$ cat src/rtl/multicycle_controller.sv
// Multicycle RV32 subset control FSM: sequences fetch/decode/execute phases and
// faults on illegal opcodes or a memory access that stalls past TIMEOUT_CYCLES.
module multicycle_controller #(
   parameter int TIMEOUT_CYCLES = 15
) (
   input  logic       i_clk,
   input  logic       i_rst,
   input  logic [6:0] i_op,
   input  logic       i_zero,
   input  logic       i_mem_ready,
   output logic       o_mem_req,
   output logic       o_mem_write,
   output logic       o_adr_src,
   output logic       o_ir_write,
   output logic       o_pc_write,
   output logic       o_reg_write,
   output logic [1:0] o_result_src,
   output logic [1:0] o_alu_src_a,
   output logic [1:0] o_alu_src_b,
   output logic [1:0] o_ALUOp,
   output logic [3:0] o_state,
   output logic       o_fault
);

   localparam int CW = $clog2(TIMEOUT_CYCLES + 1);
   localparam logic [CW-1:0] TIMEOUT_VAL = CW'(TIMEOUT_CYCLES);

   localparam logic [6:0] OP_LW  = 7'b0000011;
   localparam logic [6:0] OP_SW  = 7'b0100011;
   localparam logic [6:0] OP_R   = 7'b0110011;
   localparam logic [6:0] OP_I   = 7'b0010011;
   localparam logic [6:0] OP_JAL = 7'b1101111;
   localparam logic [6:0] OP_BEQ = 7'b1100011;

   typedef enum logic [3:0] {
      FETCH    = 4'd0,
      DECODE   = 4'd1,
      MEMADR   = 4'd2,
      MEMREAD  = 4'd3,
      MEMWB    = 4'd4,
      MEMWRITE = 4'd5,
      EXECUTER = 4'd6,
      ALUWB    = 4'd7,
      EXECUTEI = 4'd8,
      JAL      = 4'd9,
      BEQ      = 4'd10,
      FAULT    = 4'd11
   } state_t;

   state_t        state_reg, state_next;
   logic [CW-1:0] wait_reg, wait_next;
   logic          waiting;

   always_ff @(posedge i_clk) begin
      if (i_rst) begin
         state_reg <= FETCH;
         wait_reg  <= '0;
      end else begin
         state_reg <= state_next;
         wait_reg  <= wait_next;
      end
   end

   always_comb begin
      state_next   = state_reg;
      waiting      = 1'b0;
      o_mem_req    = 1'b0;
      o_mem_write  = 1'b0;
      o_adr_src    = 1'b0;
      o_ir_write   = 1'b0;
      o_pc_write   = 1'b0;
      o_reg_write  = 1'b0;
      o_result_src = 2'b00;
      o_alu_src_a  = 2'b00;
      o_alu_src_b  = 2'b00;
      o_ALUOp      = 2'b00;
      o_fault      = 1'b0;
      case (state_reg)
         FETCH: begin
            o_mem_req    = 1'b1;
            o_alu_src_b  = 2'b10;
            o_result_src = 2'b10;
            o_ir_write   = i_mem_ready;
            o_pc_write   = i_mem_ready;
            waiting      = ~i_mem_ready;
            if (i_mem_ready) state_next = DECODE;
         end
         DECODE: begin
            o_alu_src_a = 2'b01;
            o_alu_src_b = 2'b01;
            case (i_op)
               OP_LW, OP_SW: state_next = MEMADR;
               OP_R:         state_next = EXECUTER;
               OP_I:         state_next = EXECUTEI;
               OP_JAL:       state_next = JAL;
               OP_BEQ:       state_next = BEQ;
               default:      state_next = FAULT;
            endcase
         end
         MEMADR: begin
            o_alu_src_a = 2'b10;
            o_alu_src_b = 2'b01;
            state_next  = (i_op == OP_LW) ? MEMREAD : MEMWRITE;
         end
         MEMREAD: begin
            o_mem_req = 1'b1;
            o_adr_src = 1'b1;
            waiting   = ~i_mem_ready;
            if (i_mem_ready) state_next = MEMWB;
         end
         MEMWB: begin
            o_result_src = 2'b01;
            o_reg_write  = 1'b1;
            state_next   = FETCH;
         end
         MEMWRITE: begin
            o_mem_req   = 1'b1;
            o_mem_write = 1'b1;
            o_adr_src   = 1'b1;
            waiting     = ~i_mem_ready;
            if (i_mem_ready) state_next = FETCH;
         end
         EXECUTER: begin
            o_alu_src_a = 2'b10;
            o_ALUOp     = 2'b10;
            state_next  = ALUWB;
         end
         EXECUTEI: begin
            o_alu_src_a = 2'b10;
            o_alu_src_b = 2'b01;
            o_ALUOp     = 2'b10;
            state_next  = ALUWB;
         end
         ALUWB: begin
            o_reg_write = 1'b1;
            state_next  = FETCH;
         end
         JAL: begin
            o_alu_src_a = 2'b01;
            o_alu_src_b = 2'b10;
            o_pc_write  = 1'b1;
            state_next  = ALUWB;
         end
         BEQ: begin
            o_alu_src_a = 2'b10;
            o_ALUOp     = 2'b01;
            o_pc_write  = i_zero;
            state_next  = FETCH;
         end
         FAULT: begin
            o_fault = 1'b1;
         end
         default: state_next = FAULT;
      endcase

      // A completing access (ready) in the final tolerated cycle wins over the timeout.
      if (waiting && (wait_reg == TIMEOUT_VAL)) state_next = FAULT;

      if (state_next != state_reg) wait_next = '0;
      else if (waiting)            wait_next = wait_reg + CW'(1);
      else                         wait_next = wait_reg;
   end

   assign o_state = state_reg;

endmodule

$ cat config.mk
export PLATFORM = sky130hd
export DESIGN_NAME = multicycle_controller
export DESIGN_NICKNAME = d
export VERILOG_FILES = /design/src/rtl/multicycle_controller.sv
export SDC_FILE = /design/constraint.sdc
export NUM_CORES = 1
export LEC_CHECK = 0
export ABC_CLOCK_PERIOD_IN_PS = 5000
export BUFFER_PORTS_ARGS = -buffer_cell sky130_fd_sc_hd__buf_2
export CAP_MARGIN = 10
export CORE_UTILIZATION = 35
export DETAILED_ROUTE_END_ITERATION = 16
export PLACE_DENSITY = 0.68
export SYNTH_ARGS = -nofsm -noshare
export SYNTH_HDL_FRONTEND = slang
export SYNTH_SLANG_ARGS = --single-unit
$ cat constraint.sdc
create_clock -name i_clk -period 5 [get_ports i_clk]
set_clock_uncertainty 0.1 [all_clocks]
set_input_delay 0.25 -clock i_clk [delete_from_list [all_inputs] [get_ports i_clk]]
set_output_delay 0.25 -clock i_clk [all_outputs]
set_load 0.005 [all_outputs]
; ---- Word level (Yosys, flattened, before mapping)
; Cells that the tools add are included.
[classes]
addsub = 1
n_eq_ne = 19
n_mux = 19
bitwise_logic = 1
n_reduce_logical = 14
[ops]
columns = op, count
row1 = case mux 4 bit (8 select lines), 1
row2 = "equality test 4 bit, second input constant", 5
row3 = case mux 4 bit (5 select lines), 1
row4 = "equality test 4 x 3 -> 1 bit, second input constant", 4
row5 = 2-to-1 mux 4 bit, 4
row6 = case mux 2 bit (2 select lines), 4
row7 = "equality test 7 x 6 -> 1 bit, second input constant", 2
row8 = "equality test 7 bit, second input constant", 2
row9 = OR reduction 2 bit, 7
row10 = OR reduction 3 bit, 4
row11 = "equality test 4 x 2 -> 1 bit, second input constant", 2
row12 = "equality test 7 x 2 -> 1 bit, second input constant", 1
row13 = "equality test 7 x 5 -> 1 bit, second input constant", 1
row14 = 2-to-1 mux 1 bit, 7
row15 = "adder 4 x 1 -> 4 bit, second input constant", 1
row16 = "equality test 4 x 1 -> 1 bit, second input constant", 1
row17 = zero test 4 bit, 1
row18 = inequality test 4 bit, 1
row19 = OR reduction 4 bit, 1
row20 = 2-to-1 mux 3 bit, 1
row21 = case mux 1 bit (3 select lines), 1
row22 = logical AND 1 bit, 1
row23 = NOT 1 bit, 1
[totals]
reg_bits = 8
wordCells = 56

; ---- Longest topological paths before layout
; Gate-level depths: netlist of the first run.
[logic_depth]
word_depth = 7
depth_mapped = 8
mapped_depth_nobuf = 6

; ---- Worst setup path before layout of the first run
; Ideal clock, no wire load.
[synth_path]
kind = reg2reg
startpoint = register state_reg[3], in the netlist o_state[3]
endpoint = register wait_reg[0]
setup_ns = 0.078
arrival_time_ns = 1.695
required_time_ns = 4.822
setup_slack_ns = 3.127
path_stages_with_launch = 8
n_path_buf = 1
synth_period_minus_slack_ns = 1.873
cell_sequence = dfxtp_1 buf_4 or2b_1 a221oi_1 nor2_1 a31oi_1 mux2_4 nor3_1
[synth_between]
elab_chain_len = 7
word_cells_on_any_way = 24
classes_between = 12 x eq/ne / 6 x mux / 6 x reduce/logical
[synth_lines]
columns = item, line_no
row1 = from (decl), 50  ; state_t state_reg, state_next;
row2 = from (signal assigned), 59  ; state_reg <= state_next;
row3 = branches (longest 7 deep; another with case mux 4 bit (8 select lines)), --
row4 = to (signal assigned), 60  ; wait_reg <= wait_next;
row5 = to (decl), 51  ; logic [CW-1:0] wait_reg, wait_next;
; Parallel ways; which one is timed is not known.
; A chain may end at the register's enable or synchronous reset.

; ---- Final worst setup path of the first run
[layout_path]
startpoint = register state_reg[1], in the netlist o_state[1]
endpoint = register wait_reg[3]
; The elaborated chain is that of the path after synthesis.

==> run metrics, run 1 <==
Die ar.=3090 sq um; Setup crit end kind=flop; Pwr Density=580 nW/um^2; worst stage delay on the critical path=930 ps; Worst-Skew Late Latency=260 ps; Post-Layout Inst Area=1140 sq um; Worst Hold Endpoint=o_state[3]; clk slew on worst S/H paths=60 ps; GP Congestion=0.873; Area contributors post-synth=dfxtp_1 16%, nor2_1 5.6%, nor3_1 5.0%, buf_6 4.5%, nand2b_1 3.7%; dpl cells=178; post-layout min period=2600 ps; IO Pins=30; Initial Util=36.8%; initial antenna violation count=0; post-synthesis register bit count=8; largest area contributor in the netlist=dfxtp_1; setup TNS=0 ps; first-pass GRT wire length=4110 microns; DR iter-0 viols=19; drt wl/cell=13.8 microns; Slew @ Worst Pin=roughly 940 ps; Cell variety after synth=53; share of cells above drive strength 1=31.3%; Post-DP Area=1110 sq um; Worst Hold Launch=i_rst; Max Root-Sink Buffers=2; sequential-to-total area share from yosys stat=15.9%; Congestion Overflow GR=0; FF-to-FF Start=o_state[1]; Final #Nets=164; Final setup viols=0; Mean Syn Cell Area=7.92 sq um; max cap viols=0; fmax=384 MHz; largest net degree at the start of global routing=28; r2r setup slk=between 2000 and 2500 ps; PnR worst setup slack=2400 ps; Worst EP arrival=2640 ps; cts bufs inserted=3; Mapped Cells=127; CP max-delay cell=dfxtp_1; number of flops mapped to enable cells by yosys=0; crit path launch type=flop; Final ANT Viol Nets=0; post-synth top area share=15.9%; htree depth=1; GR Util All Layers=approximately 16%; Mapped Area=1010 sq um; worst ir drop on vdd=around 0.00043 V; # port buffers=29; Final Max Tran Viols=0; WHS Path Cells=2; leakage=~0.49 nW; FFs w/ async S/R, synth=0%; drt pass-1 iters=4; largest fanout on the critical path=27; TritonCTS clock tree=built; status=completed; Synth Flop Type=dfxtp_1; Syn. warnings=0; non-filler instance count after layout=181; Power, Total=0.659 mW; syn_nets=~140; Worst Path Buf+Inv=0; CP cell instances=and2b_1 -> a32oi_1 -> o221ai_1 -> a41o_1 -> o221ai_2 -> nor3_1; Area Growth Syn to Fin=12.9%; die width=55.6 microns; Site Rows=19; dpl ws=2430 ps; Rel. slew slack=37.5%; antenna fix cells=0; DRC viols=0; post-cts sizing count=0; worst path required time=between 5000 and 6000 ps; critical path's top delay family=compound AO/OA/AOI/OAI gates; total number of vias=1052; period utilization=between 50 and 60%; Setup Fix Bufs, Post-CTS=0; r2r worst-path depth=6; DPL Wire Length=1830 microns; worst flop-to-flop path endpoint=wait_reg[3]; number of global-route vias before repair=approximately 950; RSZ-0062 raised after global routing=false; root buf cell=clkbuf_4; Die H=between 50 and 60 microns; vias per inst=5.81; endpoints failing hold=0; Clock Sinks=8; Post-Route WL=~2500 microns; WS Path Type=flop to flop; post-cts hold buffer count=0; Core Area=roughly 2700 sq um; HP Class=primary input to flop
## synthesized netlist by cell type (4+ instances only)
master,number
nand2_1,7
xor2_1,4
nor3_1,10
nand2b_1,6
nor2_1,15
dfxtp_1,8
buf_6,4
a21oi_1,4
## report_power, final
part	leakage (nW)	switching, mW	internal [mW]
clock	0.0138	0.0227	0.0275
sequential	0.0652	0.0998	0.0797
combinational	0.412	0.207	0.223
## area by class of cell
class / count / area, sq um
clock buffers: 3 / 22.5
inverters: 3 / 11.3
repair buffers: 29 / 145
multi-input cells: 107 / 758
fillers: 280 / 1600
well taps: 31 / 38.8
flip-flops and latches: 8 / 160
## cell families (layout without fill, tap and decap cells)
kind of cell	count (synthesis)	in the layout	synth area share [%]
adders and majority gates	1	1	1.24
DFF	8	8	15.9
xor gates and xnor gates	6	6	5.22
muxes	2	2	2.49
and+or+nand+nor	71	71	45.3
AOI/OAI and AO/OA	27	27	21.1
buffers and inverters	12	35	8.71
## cells in the final DEF, fill, tap and decap left out, drive strengths merged, types with 3 or more instances in the layout
cell,n
buf,29
nor2,16
nor3,11
dfxtp,8
nand2,7
nand2b,6
o21ai,6
a21oi,4
xor2,4
and2b,4
nor4,4
inv,3
nor2b,3
a31oi,3
nand3,3
nand4,3
clkbuf,3
## worst max-delay path by stage
stage / slack, ps / cells after the start / from / endpoint
final: 2400 / 6 / o_state[1] / wait_reg[3]
after global routing: 2220 / 6 / o_state[1] / wait_reg[2]
after CTS: 2410 / 6 / o_state[1] / wait_reg[3]
after detailed placement: 2430 / 6 / o_state[1] / wait_reg[3]
after global placement: 2520 / 6 / o_state[1] / wait_reg[3]
after floorplan: 3130 / 7 / o_state[3] / wait_reg[0]
## per-stage QoR
| stage | hold WS (ps) | utilization [%] |
|---|---|---|
| after global routing | 86.5 | 41.6 |
| after floorplan | 219 | - |
| after CTS | 79.5 | 41.6 |
| final | 74.9 | 41.6 |
| after global placement | 352 | 40.7 |
| after detailed placement | 351 | 40.7 |
## layer usage
| layer | vias to the layer above | global-route usage [%] | part of all wire, % |
|---|---|---|---|
| met2 | 40 | 25.6 | 46 |
| met3 | 8 | 4.42 | 6.3 |
| met4 | 0 | 8.21 | 2.4 |
| li1 | 514 | - | - |
| met5 | - | 0 | 0 |
| met1 | 490 | 20.0 | 45 |
Power figures use the tool's default switching activity.
==> inputs of run 2 (changes only) <==
--- a/config.mk
+++ b/config.mk
@@ -5,12 +5,13 @@
 export SDC_FILE = /design/constraint.sdc
 export NUM_CORES = 1
 export LEC_CHECK = 0
-export ABC_CLOCK_PERIOD_IN_PS = 5000
+export ABC_AREA = 1
+export ABC_CLOCK_PERIOD_IN_PS = 2300
 export BUFFER_PORTS_ARGS = -buffer_cell sky130_fd_sc_hd__buf_2
 export CAP_MARGIN = 10
 export CORE_UTILIZATION = 35
 export DETAILED_ROUTE_END_ITERATION = 16
-export PLACE_DENSITY = 0.68
+export PLACE_DENSITY = 0.72
 export SYNTH_ARGS = -nofsm -noshare
 export SYNTH_HDL_FRONTEND = slang
 export SYNTH_SLANG_ARGS = --single-unit
==> constraint.sdc (replaced) <==
create_clock -name i_clk -period 2.3 [get_ports i_clk]
set_clock_uncertainty 0.1 [all_clocks]
set_input_delay 0.115 -clock i_clk [delete_from_list [all_inputs] [get_ports i_clk]]
set_output_delay 0.115 -clock i_clk [all_outputs]
set_load 0.005 [all_outputs]
==> run 2 against run 1 <==
- cell count up 20%
- sequential share of layout area increased by 1.5 points
- highest routed layer unchanged
- via count shrank 4.6%
- register-to-register slack got worse by 1900 ps
- setup slack got worse by 1900 ps
- non-clock buffer count increased by 1
- global-route usage increased by 0.61 points
- first-iteration DRC count stayed put
- largest cell class unchanged
- combinational power grew 85%
- hold slack improved by 220 ps
- the run now ends with DRC left
- design area fell by 9.7%
==> run metrics, run 2 <==
worst flop-to-flop path endpoint=wait_reg[0]; Die H=50.2 microns (-9.7%); Syn. warnings=0 (unchanged); Area contributors post-synth=nand2_1 24%, dfxtp_1 20%, inv_1 13%, nor2_1 13%, nand3_1 9.2%; Clock power frac=9.7% (+2.1 points); WS Path Type=flop to flop; Util after Layout=46.8% (+5.3 points); most common cell after layout, fill and taps aside=nand2_1; Worst EP arrival=1910 ps (-730 ps); syn_nets=169 (+22%); critical path's top delay family=simple AND/OR/NAND/NOR gates; largest fanout on the critical path=6 (-78%); Site Rows=17 (-2); # port buffers=29 (unchanged); Reg power frac=20.1% (-7.1 points); Final setup viols=0 (unchanged); worst ir drop on vdd=0.000425 V (-1.9%); WHS Path Cells=7 (+5); endpoints failing hold=0 (unchanged); combinational power share=70.2% (+5.0 points); most frequent cells in the layout=51 x nand2_1, 29 x inv_1, 29 x buf_2, 28 x nor2_1, 15 x nand3_1; first-pass GRT wire length=3300 microns (-20%); r2r setup slk=480 ps (-1910 ps); Crit. path cell count=12 (+6); Area Growth Syn to Fin=26.2%; Max Root-Sink Buffers=2 (unchanged); Worst Path Buf+Inv=1 (+1); CP max-delay cell=dfxtp_1; share of cells above drive strength 1=22.1% (-9.2 points); die width=50.2 microns (-9.7%); sequential-to-total area share from yosys stat=19.7% (+3.8 points); Synth Flop Type=dfxtp_1; total number of vias=1004 (-4.6%); Mean Syn Cell Area=5.18 sq um (-35%); post-layout min period=1820 ps (-788 ps); drt wl/cell=8.79 microns (-36%); vias per inst=4.61 (-21%); Worst setup endpoint=wait_reg[0]; number of global-route vias before repair=824 (-13%); Final Max Tran Viols=0 (unchanged); Clock Sinks=8 (unchanged); Core Area=2190 sq um (-20%); TritonCTS clock tree=built; HP Class=primary input to flop; cts bufs inserted=3 (unchanged); Final #Nets=204 (+24%); Mapped Area=813 sq um (-19%); most frequent cell after synthesis=nand2_1; crit path launch type=flop; Mapped Cells=157 (+24%); PnR worst setup slack=484 ps (-1910 ps); post-synthesis register bit count=8 (unchanged); RSZ-0062 raised after global routing=false; Final ANT Viol Nets=0 (unchanged); Setup Fix Bufs, Post-CTS=0 (unchanged); DR iter-0 viols=19 (unchanged); Initial Util=37.1% (+0.33 points); post-synth top area share=23.5% (+7.6 points); post-cts sizing count=0 (unchanged); Setup crit end kind=flop; worst stage delay on the critical path=440 ps (-490 ps); Rel. slew slack=78.0% (+40 points); number of flops mapped to enable cells by yosys=0 (unchanged); internal power=0.554 mW (+68%); fmax=551 MHz (+43%); status=finished, violations left; GP Congestion=0.814 (-6.8%); htree depth=1 (unchanged); IO Pins=30 (unchanged); r2r worst-path depth=12 (+6); Post-Route WL=1920 microns (-23%); largest net degree at the start of global routing=8 (-71%); Pwr Density=1100 nW/um^2 (+90%); P_sw=0.576 mW (+75%); FFs w/ async S/R, synth=0% (unchanged); Worst-Skew Late Latency=260 ps (about the same); clk slew on worst S/H paths=50 ps (about the same); Slew @ Worst Pin=327 ps (-609 ps); Die ar.=2520 sq um (-18%); CP dominant cell by count=nand2_1; sw frac=51.0% (+1.0 points); FF-to-FF Start=o_state[1]; CP cell instances=inv_1 -> nor2_1 -> nand2_1 -> nor2_1 -> nor2_1 -> nand2_1 -> nand2_1 -> nand2_1 -> nand2_1 -> nor2_1 -> nand2_1 -> nor2_1; period utilization=79.0% (+27 points); largest area contributor in the netlist=nand2_1; dpl ws=497 ps (-1930 ps); setup TNS=0 ps (unchanged); DRC viols=1 (+1); max cap viols=0 (unchanged); antenna fix cells=0 (unchanged); initial antenna violation count=0 (unchanged); root buf cell=clkbuf_4; failing checks=DRC; leading cell types by count after synthesis=51 x nand2_1, 29 x inv_1, 28 x nor2_1; Congestion Overflow GR=0 (unchanged); GR Util All Layers=16.8% (+0.61 points); CP startpoint=o_state[1]; worst path required time=2400 ps (-2640 ps); Cell variety after synth=17 (-68%); Power, Total=1.13 mW (+71%); DPL Wire Length=1600 microns (-13%); drt pass-1 iters=10 (+6); leakage=0.676 nW (+38%)
-- run 2: cell types whose count changed after synthesis, moves of 3 or more --
cell	change
a31oi_1	-3
and2b_1	-3
buf_4	-3
buf_6	-4
inv_1	+26
nand2_1	+44
nand2b_1	-6
nand3_1	+12
nor2_1	+13
nor2_2	+5
nor2b_1	-3
nor3_1	-8
nor4_2	-3
-- run 2: layout make-up --
type                    instances  area [sq um]
flip-flops and latches          8           160
multi-input cells             118           537
repair buffers                 30           155
inverters                      31           116
well taps                      28          35.0
clock buffers                   3          22.5
fillers                       257          1160
-- run 2: timing repair --
item                       in CTS  in global routing
hold buffers                    1                  0
hold endpoints to repair        3                  0
setup endpoints to repair       0                  0
-- run 2: worst min path at each step --
stage                     start          end  slack [ps]
CTS                     i_op[4]   o_state[2]         290
detailed placement        i_rst   o_state[0]         230
floorplan                 i_rst   o_state[0]          80
finish                  i_op[4]   o_state[2]         290
global placement          i_rst   o_state[0]         230
global route        i_mem_ready  wait_reg[0]         340
-- run 2: worst register-to-register path: cells and delay by family (launching register included) --
family / cells / cell delay, ps
buffers and inverters: 1 / 90
and+or+nand+nor: 11 / 1140
DFF: 1 / 440
-- run 2: routing by layer --
layer | share of wire (%) | routed length (microns) | vias to the layer above | global-route usage [%]
li1 | - | - | 543 | -
met1 | 49 | 937 | 424 | 22.4
met2 | 44 | 842 | 34 | 26.9
met3 | 6.3 | 120 | 3 | 3.64
met4 | 0.89 | 17 | 0 | 4.29
met5 | 0 | 0 | - | 0
-- run 2: power groups by stage --
stage | clock, mW | sequential (mW) | combinational (mW)
global placement | 0 | 0.229 | 0.796
finish | 0.109 | 0.228 | 0.794
detailed placement | 0 | 0.230 | 0.794
floorplan | 0 | 0.224 | 0.538
CTS | 0.114 | 0.227 | 0.797
global route | 0.117 | 0.237 | 0.896
-- run 2: cells by family (layout without fill, tap and decap cells) --
kind of cell             after synthesis  in the layout  synth area share (%)
flip-flops                             8              8                  19.7
XOR/XNOR                               3              3                  3.23
AO/OA/AOI/OAI                          8              8                  4.92
buffers and inverters                 31             64                  14.3
AND/OR/NAND/NOR                      105            105                  54.9
multiplexers                           1              1                  1.38
adder cells (fa/ha/maj)                1              1                  1.54
-- run 2: metrics by stage --
stage          hold slack, ps  std cells  instance area (sq um)
2_1_floorplan            84.1        157                    813
5_1_grt                   338        218                   1030
3_3_place_gp              231        214                    993
6_report                  293        218                   1030
3_5_place_dp              229        214                    993
4_1_cts                   293        218                   1030
==> inputs of run 3 (changes only) <==
--- a/config.mk
+++ b/config.mk
@@ -6,12 +6,12 @@
 export NUM_CORES = 1
 export LEC_CHECK = 0
 export ABC_AREA = 1
-export ABC_CLOCK_PERIOD_IN_PS = 2300
+export ABC_CLOCK_PERIOD_IN_PS = 1800
 export BUFFER_PORTS_ARGS = -buffer_cell sky130_fd_sc_hd__buf_2
 export CAP_MARGIN = 10
 export CORE_UTILIZATION = 35
 export DETAILED_ROUTE_END_ITERATION = 16
-export PLACE_DENSITY = 0.72
+export PLACE_DENSITY = 0.7
 export SYNTH_ARGS = -nofsm -noshare
 export SYNTH_HDL_FRONTEND = slang
 export SYNTH_SLANG_ARGS = --single-unit
==> constraint.sdc (replaced) <==
create_clock -name i_clk -period 1.8 [get_ports i_clk]
set_clock_uncertainty 0.1 [all_clocks]
set_input_delay 0.09 -clock i_clk [delete_from_list [all_inputs] [get_ports i_clk]]
set_output_delay 0.09 -clock i_clk [all_outputs]
set_load 0.005 [all_outputs]
==> run 3 against run 2 <==
- the flow now finishes without violations
- first-iteration DRC count grew 89%
- count of clock-buffer cells in the layout stayed put
- critical path depth stayed put
- combinational power rose by 89%
- register-to-register slack got worse by 460 ps
- wire length up 37%
- non-clock buffer count up 14
- cell count rose by 6.4%
- sequential cell count did not move
- largest cell class unchanged
==> run metrics, run 3 (synthesis gave the netlist of run 2 again) <==
DR iter-0 viols=36 (+17); crit path launch type=flop; Initial Util=37.1% (unchanged); Worst Hold Launch=i_op[4]; P_sw=0.995 mW (+73%); total number of vias=1117 (+11%); Worst Hold Endpoint=o_state[2]; Reg power frac=18.1% (-2.0 points); Util after Layout=58.9% (+12 points); Layout fillers=197 (-23%); htree depth=1 (unchanged); DPL Wire Length=1780 microns (+11%); multi-input logic area=667 sq um (+24%); share of cells above drive strength 1=41.2% (+19 points); RSZ-0062 raised after global routing=true; Clock power frac=6.5% (-3.2 points); most frequent cells in the layout=42 x nand2_1, 29 x buf_2, 26 x inv_1, 23 x nor2_1, 14 x buf_4; Area Growth Syn to Fin=58.8%; routed wl met2=1370 microns (+63%); worst path required time=1870 ps (-530 ps); antenna fix cells=0 (unchanged); drt wl/cell=11.3 microns (+28%); sw frac=50.0% (-1.0 points); Worst EP arrival=1850 ps (-60 ps); Setup crit end kind=flop; Rel. slew slack=75.9% (-2.1 points); combinational power share=75.4% (+5.2 points); Worst-Skew Late Latency=250 ps (about the same); leakage=0.786 nW (+16%); wire length on met1=1100 microns (+18%); metal3 WL=115 microns (-4.2%); DRC viols=0 (-1); Clock Sinks=8 (unchanged); IO Pins=30 (unchanged); period utilization=98.5% (+20 points); Die ar.=2520 sq um (unchanged); TritonCTS clock tree=built; Site Rows=17 (unchanged); Core Area=2190 sq um (unchanged); worst ir drop on vdd=0.000912 V (+110%); vias per inst=4.81 (+4.5%); clk slew on worst S/H paths=60 ps (about the same); max cap viols=0 (unchanged); Final ANT Viol Nets=0 (unchanged); Max Root-Sink Buffers=2 (unchanged); WHS Path Cells=7 (unchanged); first-pass GRT wire length=3680 microns (+12%); internal power=0.997 mW (+80%); Congestion Overflow GR=0 (unchanged); Final Max Tran Viols=0 (unchanged); WS Path Type=flop to flop; Final #Nets=218 (+6.9%); endpoints failing hold=0 (unchanged); Final setup viols=0 (unchanged); Pwr Density=1540 nW/um^2 (+40%); root buf cell=clkbuf_4; largest fanout on the critical path=7 (+1); worst flop-to-flop path endpoint=wait_reg[0]; GP Congestion=0.907 (+11%); r2r setup slk=30 ps (-460 ps); Post-Route WL=2620 microns (+37%); fmax=564 MHz (+2.4%); FF+latch area=175 sq um (+9.4%); drt pass-1 iters=4 (-6); largest net degree at the start of global routing=8 (unchanged); # port buffers=29 (unchanged); Top Layer Used=met4; Slew @ Worst Pin=358 ps (+31.1 ps); GR Util All Layers=18.4% (+1.6 points); r2r worst-path depth=12 (unchanged); post-layout min period=1770 ps (-43.1 ps); Die H=50.2 microns (unchanged); cts bufs inserted=3 (unchanged); initial antenna violation count=0 (unchanged); status=completed; most common cell after layout, fill and taps aside=nand2_1; Power, Total=1.99 mW (+76%); die width=50.2 microns (unchanged); Post-Layout Inst Area=1290 sq um (+26%); HP Class=primary input to flop; Post-DP Area=1020 sq um (+2.3%); FF-to-FF Start=o_state[0]; number of global-route vias before repair=922 (+12%)
[run 3: changes by cell type in the layout (fill, tap and decap cells not counted), moves of 3 or more]
cell     before  now
buf_4         0   14
dfxtp_1       8    4
dfxtp_4       0    4
inv_1        29   26
inv_4         0    3
nand2_1      51   42
nand2_2       0    3
nand2_4       0    6
nand3_1      15   11
nand3_2       2    5
nor2_1       28   23
nor2_4        0    5
[run 3: worst max-delay path, stage by stage (launching register included)]
cell	delay [ps]
dfxtp_4	410
inv_4	60
nor2_4	200
nand2_4	100
nand3_4	110
nand3_2	90
nand2_4	120
inv_8	50
nand3_1	80
nand2_1	60
nor2_1	90
nand2_1	110
nor2_1	120
[run 3: cell type report]
type                            count  area share [%]
Timing Repair Buffer               44            20.2
Tap cell                           28            2.71
Inverter                           31            10.2
Sequential cell                     8            13.6
Clock buffer                        3            1.74
Multi-Input combinational cell    118            51.6
[run 3: power by group through the flow]
stage	combinational [mW]	sequential (mW)	clock (mW)
2_1_floorplan	0.688	0.286	0
3_3_place_gp	1.03	0.292	0
3_5_place_dp	1.04	0.298	0
4_1_cts	1.05	0.302	0.130
5_1_grt	1.67	0.366	0.151
6_report	1.50	0.361	0.129
[run 3: through the flow]
| stage | hold slack, ps | instances | setup TNS, ps | worst slack [ps] |
|---|---|---|---|---|
| 4_1_cts | 275 | 221 | 0 | 8.10 |
| 3_3_place_gp | 201 | 217 | -23.9 | -6.08 |
| 3_5_place_dp | 210 | 217 | -59.5 | -24.6 |
| 6_report | 306 | 232 | 0 | 27.0 |
| 5_1_grt | 322 | 232 | -264 | -93.5 |
| 2_1_floorplan | 59.1 | 157 | 0 | 227 |
[run 3: per-layer routing]
layer  global-route usage (%)  vias to the layer above
met4                     4.29                        0
met2                     32.9                       43
met1                     22.8                      498
met5                        0                        -
met3                     2.73                        4
li1                         -                      572
[run 3: repair_timing]
action	4_1_cts	5_1_grt
endpoints found under the hold margin	3	0
setup buffers	0	11
endpoints found under the setup margin	4	5
hold buffers	1	0
pin swaps	0	18
gates resized for setup	3	48
[run 3: worst max path at each step]
stage / to / start / slack (ps) / cells past startpoint
3_3_place_gp: wait_reg[2] / o_state[1] / -6 / 12
4_1_cts: wait_reg[0] / o_state[1] / 8 / 12
3_5_place_dp: wait_reg[0] / o_state[2] / -20 / 13
2_1_floorplan: wait_reg[0] / o_state[2] / 230 / 11
6_report: wait_reg[0] / o_state[0] / 30 / 12
5_1_grt: wait_reg[0] / o_state[0] / -90 / 12
